### config.mk
export PLATFORM = sky130hd
export DESIGN_NAME = bcd_seg_scan
export DESIGN_NICKNAME = d
export VERILOG_FILES = /design/src/rtl/bcd_seg_scan.sv
export SDC_FILE = /design/constraint.sdc
export NUM_CORES = 1
export LEC_CHECK = 0
export CAP_MARGIN = 20
export CORE_UTILIZATION = 50
export CTS_CLUSTER_DIAMETER = 200
export CTS_CLUSTER_SIZE = 8
export DETAILED_ROUTE_END_ITERATION = 8
export GPL_ROUTABILITY_DRIVEN = 0
export GPL_TIMING_DRIVEN = 0
export PLACE_DENSITY = 0.83
export SYNTH_ARGS = -nofsm -noshare
export SYNTH_HDL_FRONTEND = slang
export SYNTH_SLANG_ARGS = --single-unit
export TNS_END_PERCENT = 50
### constraint.sdc
create_clock -name clk -period 3.01 [get_ports clk]
set_input_delay 0.602 -clock clk [delete_from_list [all_inputs] [get_ports clk]]
set_output_delay 0.602 -clock clk [all_outputs]
set_load 0.05 [all_outputs]
### src/rtl/bcd_seg_scan.sv
// ============================================================================
// Module      : bcd_seg_scan
// Description : Multiplexed common-anode 7-segment scanner for packed BCD
//               digits, with inter-digit blanking and leading-zero blanking.
// Revision    : 1.0 - initial release
// ============================================================================
`default_nettype none

module bcd_seg_scan #(
    parameter int NUM_DIGITS = 4,
    parameter int SCAN_DIV   = 4
) (
    input  logic                    clk,
    input  logic                    rst,
    input  logic [4*NUM_DIGITS-1:0] bcd_in,
    input  logic                    load,
    input  logic                    blank_lz,
    output logic [6:0]              seg,
    output logic [NUM_DIGITS-1:0]   an
);

    localparam int CNT_W = $clog2(SCAN_DIV);
    localparam int IDX_W = (NUM_DIGITS > 1) ? $clog2(NUM_DIGITS) : 1;
    localparam logic [CNT_W-1:0] CNT_LAST = CNT_W'(SCAN_DIV - 1);
    localparam logic [IDX_W-1:0] IDX_LAST = IDX_W'(NUM_DIGITS - 1);
    localparam logic [NUM_DIGITS-1:0] AN_OFF = '1;

    logic [4*NUM_DIGITS-1:0] shadow;
    logic [CNT_W-1:0]        cnt;
    logic [IDX_W-1:0]        idx;

    logic [3:0]              cur_digit;
    logic                    cur_upper_zero;
    logic                    zero_run;
    logic                    lz_blank;
    logic [6:0]              seg_next;
    logic [NUM_DIGITS-1:0]   an_next;

    function automatic logic [6:0] dec7(input logic [3:0] d);
        logic [6:0] s;
        case (d)
            4'd0:    s = 7'h3F;
            4'd1:    s = 7'h06;
            4'd2:    s = 7'h5B;
            4'd3:    s = 7'h4F;
            4'd4:    s = 7'h66;
            4'd5:    s = 7'h6D;
            4'd6:    s = 7'h7D;
            4'd7:    s = 7'h07;
            4'd8:    s = 7'h7F;
            4'd9:    s = 7'h6F;
            default: s = 7'h40;
        endcase
        return s;
    endfunction

    // Walk from the most significant digit down: zero_run stays set while every
    // digit from the top down to position i is zero.
    always_comb begin
        cur_digit      = 4'd0;
        cur_upper_zero = 1'b0;
        zero_run       = 1'b1;
        for (int i = NUM_DIGITS - 1; i >= 0; i--) begin
            zero_run = zero_run && (shadow[4*i +: 4] == 4'd0);
            if (idx == IDX_W'(i)) begin
                cur_digit      = shadow[4*i +: 4];
                cur_upper_zero = zero_run;
            end
        end
    end

    assign lz_blank = blank_lz && (idx != '0) && cur_upper_zero;

    always_comb begin
        seg_next = 7'h00;
        an_next  = AN_OFF;
        if (cnt != '0 && !lz_blank) begin
            seg_next = dec7(cur_digit);
            an_next  = ~(NUM_DIGITS'(1) << idx);
        end
    end

    always_ff @(posedge clk or negedge rst) begin
        if (!rst) begin
            shadow <= '0;
            cnt    <= '0;
            idx    <= '0;
            seg    <= 7'h00;
            an     <= AN_OFF;
        end else begin
            if (cnt == CNT_LAST) begin
                cnt <= '0;
                idx <= (idx == IDX_LAST) ? '0 : idx + 1'b1;
            end else begin
                cnt <= cnt + 1'b1;
            end
            if (load) begin
                shadow <= bcd_in;
            end
            seg <= seg_next;
            an  <= an_next;
        end
    end

endmodule

`default_nettype wire

==> results.ini, run 1 <==
[floorplanning]
dieArea_um2 = 3380
die_w_um = 58.2
rows = 20
die_y_um = 58.2
io_pins = 31
core_um2 = 3030
start_util_pct = 52.1

[sta]
period_minus_slack_ns = 2.76
setup_viol = 0
fmax_ghz = 0.363
relSlewSlack_pct = 49.5
skew_ns = 0.00634
period_share_pct = 91.6
tns_ns = 0
grt_setup_unrepaired = false
hold_viol = 0
slew_violations = 0
worst_pin_slew_ns = 0.755

[synthesis]
synth_top_cell_by_area = dfrtp_1
synth-compound-area-share_pct = 16.0
syn-cell-area_um2 = 1580
synth-adder-area-share_pct = 8.73
post_synth_xor_area_fraction_pct = 0
ys_ff_latch = 31
yosys-top-cells-area = dfrtp_1, mux2_2, ha_1, dfstp_2, nand2_1
synth_top_family_by_area = compound AO/OA/AOI/OAI gates
synth.distinct_cells = 36
syn-instance-count = 139
synth_top_area_share_pct = 42.9
synth_ff_type = dfrtp_1
synthMuxAreaShare_pct = 10.7
syn-num-nets = 170
ys_seq_area_share_pct = 49.5
synth_simple_gate_area_share_pct = 11.1
synth_edf_count = 0
synth_warnings = 0
synth-async-reset-ratio_pct = 100
synth_area_per_cell_um2 = 11.3

[clock_network]
clock_sinks = 31
cts_buffers = 5
clock_latency_ns = 0.34
root_buffer = clkbuf_4
cts_resized = 0
cts_setup_buffers = 0
cts_tree = built
cts_hold_buf = 0
h-tree-depth = 2
cts_buffer_depth = 2
cts.clk_slew.worst_paths_ns = 0.09

[worst_setup_path]
cpPeakStageDelay_ns = 0.54
critPathLaunchType = flip-flop
crit_chain = inv_1 -> ha_1 -> buf_2 -> nand3b_1 -> a221oi_1 -> inv_1 -> ha_1 -> nor3_1 -> o21ai_0 -> a21oi_1
r2r-start = idx[0]$_DFFE_PN0P_
timing_worst_setup_path_type = reg -> reg
crit_path_start = idx[0]$_DFFE_PN0P_
cp_slowest_cell = a221oi_1
cp.required_ns = 3.28
arrival_ns = 3.03
critPathMaxFanout = 10
end_kind = flip-flop

[route]
wirelength_um = 3180
wl_met1_um = 1270
routed-wl-met3_um = 148
avgViaCountPerCell = 5.61
antenna_left = 0
wl_per_cell_um = 14.5
drc = 0
drt_iter0_drc = 20
drtPass1Iterations = 5
vias = 1234
routed.top_layer = met4
met2_length_um = 1620

[global_routing]
grt_pass1_vias = 1321
overflow = 0
track_usage_pct = 22.3
grt_pass1_wl_um = 5490
grt_max_degree = 17
antenna_found_initial = 0

[hold_path]
hold_start = cnt[0]$_DFF_PN0_
min_path_type = reg -> reg

[place]
post-dp-hpwl_um = 2500
io_buffers = 29

[run_status]
status = complete, no violations

[pwr]
power.density_nw_per_um2 = 416
leakagePower_nw = 0.869
peakVddDrop_uv = 227
p_total_mw = 0.830

[layout]
drive_above_1_share_pct = 21.6
layout.nets = 207
diodes = 0
area_growth_pct = 26.4

[flow_run]
drv_cap = 0

==> stage by stage <==
step,area [um2],worst slack (ns),instances,util [%],hold WS (ns)
floorplan,1580,0.718,139,-,0.306
global placement,1920,0.501,212,63.5,0.444
detailed placement,1940,0.341,213,64.0,0.462
CTS,1990,0.320,220,65.8,0.475
global route,1990,0.00624,220,65.8,0.485
finish,1990,0.252,220,65.8,0.470
==> sequential cells by signal, summed over array words and instances, names as in the netlist <==
register  flops
an            4
seg           7
idx           2
shadow       16
cnt           2
==> worst max-delay path: cells and delay by family (launching register included) <==
family,cells,cell delay [ns]
DFF,1,0.38
buffers and inverters,3,0.47
and+or+nand+nor,2,0.41
adders and majority gates,2,0.57
AOI/OAI and AO/OA,3,0.86
==> report_power, final <==
group	internal (mW)	switching (mW)	leakage (nW)	total, mW
clock network	0.108	0.140	0.0341	0.248
logic	0.0674	0.0562	0.453	0.124
registers	0.440	0.0192	0.382	0.459
total	0.615	0.215	0.869	0.830
==> cells by family (layout without fill, tap and decap cells) <==
kind of cell | Yosys count | in the layout
and+or+nand+nor | 33 | 33
buffers and inverters | 15 | 52
AOI/OAI and AO/OA | 34 | 34
DFF | 31 | 31
muxes | 15 | 15
adders and majority gates | 11 | 11
==> cell usage in the layout, fill, tap and decap left out, drive strengths merged, types with 2 or more instances in the layout <==
master / instances
mux2: 15
a21oi: 9
nor3: 2
clkbuf: 6
ha: 11
dfstp: 4
dfrtp: 27
and3: 2
buf: 5
o221ai: 2
clkdlybuf4s50: 29
nor2: 4
nand3b: 3
inv: 11
nand2: 15
o21ai: 10
o211ai: 4
nand3: 2
==> final cells by class <==
type	instances	area, um2
Clock inverter	1	5.00
Multi-Input combinational cell	93	733
Buffer	4	21.3
Timing Repair Buffer	30	305
Clock buffer	6	51.3
Fill cell	244	1030
Tap cell	44	55.1
Sequential cell	31	781
Inverter	11	41.3
==> layer usage <==
layer,up-vias,GRT usage [%]
met2,43,39.4
li1,568,-
met1,602,22.7
met3,21,5.36
met4,0,16.3
met5,-,0
==> cells in the mapped netlist, drive strengths merged (3+ instances only) <==
cell and n:
inv 11, nand2 15, a21oi 9, o211ai 4, dfstp 4, nor2 4, ha 11, buf 4
o21ai 10, mux2 15, dfrtp 27, nand3b 3
==> path summary, 6_finish.rpt <==
check                                        end  slack, ns  cells past startpoint
hold / removal                  cnt[0]$_DFF_PN0_       0.47                      1
setup reg to reg                seg[3]$_DFF_PN0_       0.25                     10
setup / recovery                seg[3]$_DFF_PN0_       0.25                     10
min in group asynchronous  shadow[6]$_DFFE_PN0P_       0.70                      1
max in group asynchronous        an[3]$_DFF_PN1_       1.67                      2
hold reg to reg                 cnt[0]$_DFF_PN0_       0.47                      1
Power figures use the tool's default switching activity.
==> inputs of run 2 (changes only) <==
==> constraint.sdc (replaced) <==
create_clock -name clk -period 3.01 [get_ports clk]
set_input_delay 0.301 -clock clk [delete_from_list [all_inputs] [get_ports clk]]
set_output_delay 0.301 -clock clk [all_outputs]
set_load 0.05 [all_outputs]
==> results of run 2 <==
The final DEF is identical to that of run 1. Status: complete, no violations.
Main changes from that run: hold slack 0.470 ns -> 0.371 ns; end point of the worst hold path cnt[0]$_DFF_PN0_ -> shadow[6]$_DFFE_PN0P_
==> inputs of run 3 (changes only) <==
--- a/config.mk
+++ b/config.mk
@@ -6,6 +6,7 @@
 export NUM_CORES = 1
 export LEC_CHECK = 0
 export CAP_MARGIN = 20
+export CORE_MARGIN = 4
 export CORE_UTILIZATION = 50
 export CTS_CLUSTER_DIAMETER = 200
 export CTS_CLUSTER_SIZE = 8
==> run 3 against run 2 <==
  * Total power down 2.9%
  * Largest cell class unchanged
  * Maximum frequency up 5.7%
  * Critical endpoint unchanged
  * Sequential power about the same
  * Flip-flop and latch count unchanged
==> results.ini, run 3 (synthesis results as in run 1) <==
[worst_setup_path]
arrival_ns = 2.87  ; -0.16 ns
r2r-start = idx[0]$_DFFE_PN0P_
crit_path_start = idx[0]$_DFFE_PN0P_
end_kind = flip-flop
cp.required_ns = 3.27  ; about the same
critPathLaunchType = flip-flop
critPathMaxFanout = 10  ; unchanged
timing_worst_setup_path_type = reg -> reg

[sta]
fmax_ghz = 0.383  ; +5.7%
setup_viol = 0  ; unchanged
worst_pin_slew_ns = 0.706  ; -0.0489 ns
relSlewSlack_pct = 52.8  ; +3.3 points
slew_violations = 0  ; unchanged
tns_ns = 0  ; unchanged
worst_slack_ns = 0.401  ; +0.149 ns
grt_setup_unrepaired = false
hold_viol = 0  ; unchanged
whs_ns = 0.379
skew_ns = 0.00992  ; +0.00357 ns
period_share_pct = 86.7  ; -5.0 points
period_minus_slack_ns = 2.61  ; -0.149 ns

[place]
place_ws_ns = 0.453  ; +0.112 ns
dpl.cell_count = 213  ; unchanged
io_buffers = 29  ; unchanged
post-dp-hpwl_um = 2460  ; -1.5%
post_dp_cell_area_um2 = 1940  ; unchanged

[clock_network]
cts.clk_slew.worst_paths_ns = 0.10  ; about the same
cts_buffer_depth = 2  ; unchanged
clock_sinks = 31  ; unchanged
cts_hold_buf = 0  ; unchanged
cts_buffers = 5  ; unchanged
cts_setup_buffers = 0  ; unchanged
h-tree-depth = 2  ; unchanged
cts_tree = built
root_buffer = clkbuf_4
clock_latency_ns = 0.34  ; about the same
cts_resized = 0  ; unchanged

[layout]
area_growth_pct = 26.2
final_cells = 221  ; +0.45%
drive_above_1_share_pct = 22.0  ; +0.44 points
layout_common_cells = clkdlybuf4s50_1, dfrtp_1, mux2_2
layout.nets = 207  ; unchanged
final_cell_area_um2 = 1990  ; -0.19%
reg_top3 = shadow: 16 flops, seg: 7 flops, an: 4 flops
diodes = 0  ; unchanged
top_register = shadow
largest_reg_flops = 16  ; unchanged
layout_commonest_cell = clkdlybuf4s50_1

[route]
wirelength_um = 3050  ; -4.1%
drtPass1Iterations = 4  ; -1
avgViaCountPerCell = 5.26  ; -6.3%
vias = 1162  ; -5.8%
drt_iter0_drc = 69  ; +250%
drc = 0  ; unchanged
antenna_left = 0  ; unchanged
wl_per_cell_um = 13.8  ; -4.6%

[pwr]
swShare_pct = 26.3  ; +0.43 points
seqPwrFrac_pct = 56.9  ; +1.6 points
peakVddDrop_uv = 250  ; +10%
leakagePower_nw = 0.870  ; about the same
power.density_nw_per_um2 = 405  ; -2.7%
pwr-share-clk_pct = 28.0  ; -1.8 points
pwr-share-comb_pct = 15.1  ; +0.2 points
switching_power_mw = 0.212  ; -1.3%
p_int_mw = 0.594  ; -3.5%

[global_routing]
grt_pass1_vias = 1263  ; -4.4%
antenna_found_initial = 0  ; unchanged
grt_pass1_wl_um = 5370  ; -2.1%
overflow = 0  ; unchanged
track_usage_pct = 17.0  ; -5.3 points
grt_max_degree = 17  ; unchanged

[floorplanning]
start_util_pct = 52.1  ; unchanged
dieArea_um2 = 4120  ; +22%
core_um2 = 3030  ; unchanged
die_y_um = 64.2  ; +10%
rows = 20  ; unchanged
die_w_um = 64.2  ; +10%
io_pins = 31  ; unchanged

[flow_run]
drv_cap = 0  ; unchanged

[hold_path]
min_path_type = in -> async

[run_status]
status = complete, no violations

==> run 3: cell count changes in the layout (fill, tap and decap cells not counted) <==
cell      before  now
clkbuf_8       1    0
clkinv_2       1    3
==> run 3: power groups by stage <==
| stage | logic (mW) | registers [mW] | clock network, mW |
|---|---|---|---|
| 6_report | 0.122 | 0.458 | 0.226 |
| 3_5_place_dp | 0.122 | 0.466 | 0 |
| 4_1_cts | 0.123 | 0.458 | 0.232 |
| 2_1_floorplan | 0.0737 | 0.460 | 0 |
| 3_3_place_gp | 0.112 | 0.465 | 0 |
| 5_1_grt | 0.136 | 0.462 | 0.253 |
==> run 3: worst paths after layout <==
kind                                    endpoint  slack (ns)  depth (start not counted)
hold reg to reg                 cnt[0]$_DFF_PN0_        0.46                          1
min in group clk           shadow[4]$_DFFE_PN0P_        0.38                          2
setup reg to reg                seg[3]$_DFF_PN0_        0.40                         10
setup / recovery                seg[3]$_DFF_PN0_        0.40                         10
hold / removal                  cnt[0]$_DFF_PN0_        0.38                          1
max in group asynchronous  shadow[7]$_DFFE_PN0P_        2.08                          2
==> run 3: routing by layer <==
metal	share of wire (%)	vias up	GRT usage (%)	routed length (um)
li1	-	571	-	-
met1	41	545	19.2	1240
met2	52	35	29.4	1580
met3	4.9	11	4.57	149
met4	2.6	0	8.18	78
met5	0	-	0	0
==> run 3: through the flow <==
step	total power [mW]	util (%)
after CTS	0.813	65.7
after global routing	0.852	65.7
after global placement	0.578	63.5
after detailed placement	0.588	64.0
final	0.806	65.7
after floorplan	0.534	-
==> run 3: worst max-delay path, stage by stage (launching register included) <==
cell and delay, ns:
dfrtp_1 0.39, inv_1 0.09, ha_1 0.21, buf_2 0.18, nand3b_1 0.17, a221oi_1 0.50
inv_1 0.17, ha_1 0.35, nor3_1 0.17, o21ai_0 0.11, a21oi_1 0.17
==> run 3: final cells by class <==
cell class	count	area (um2)
fill	238	1040
clock buffer	5	37.5
buffer	4	21.3
timing repair buffer	30	305
multi-input combinational	93	733
sequential	31	781
clock inverter	3	15.0
inverter	11	41.3
tap	44	55.1
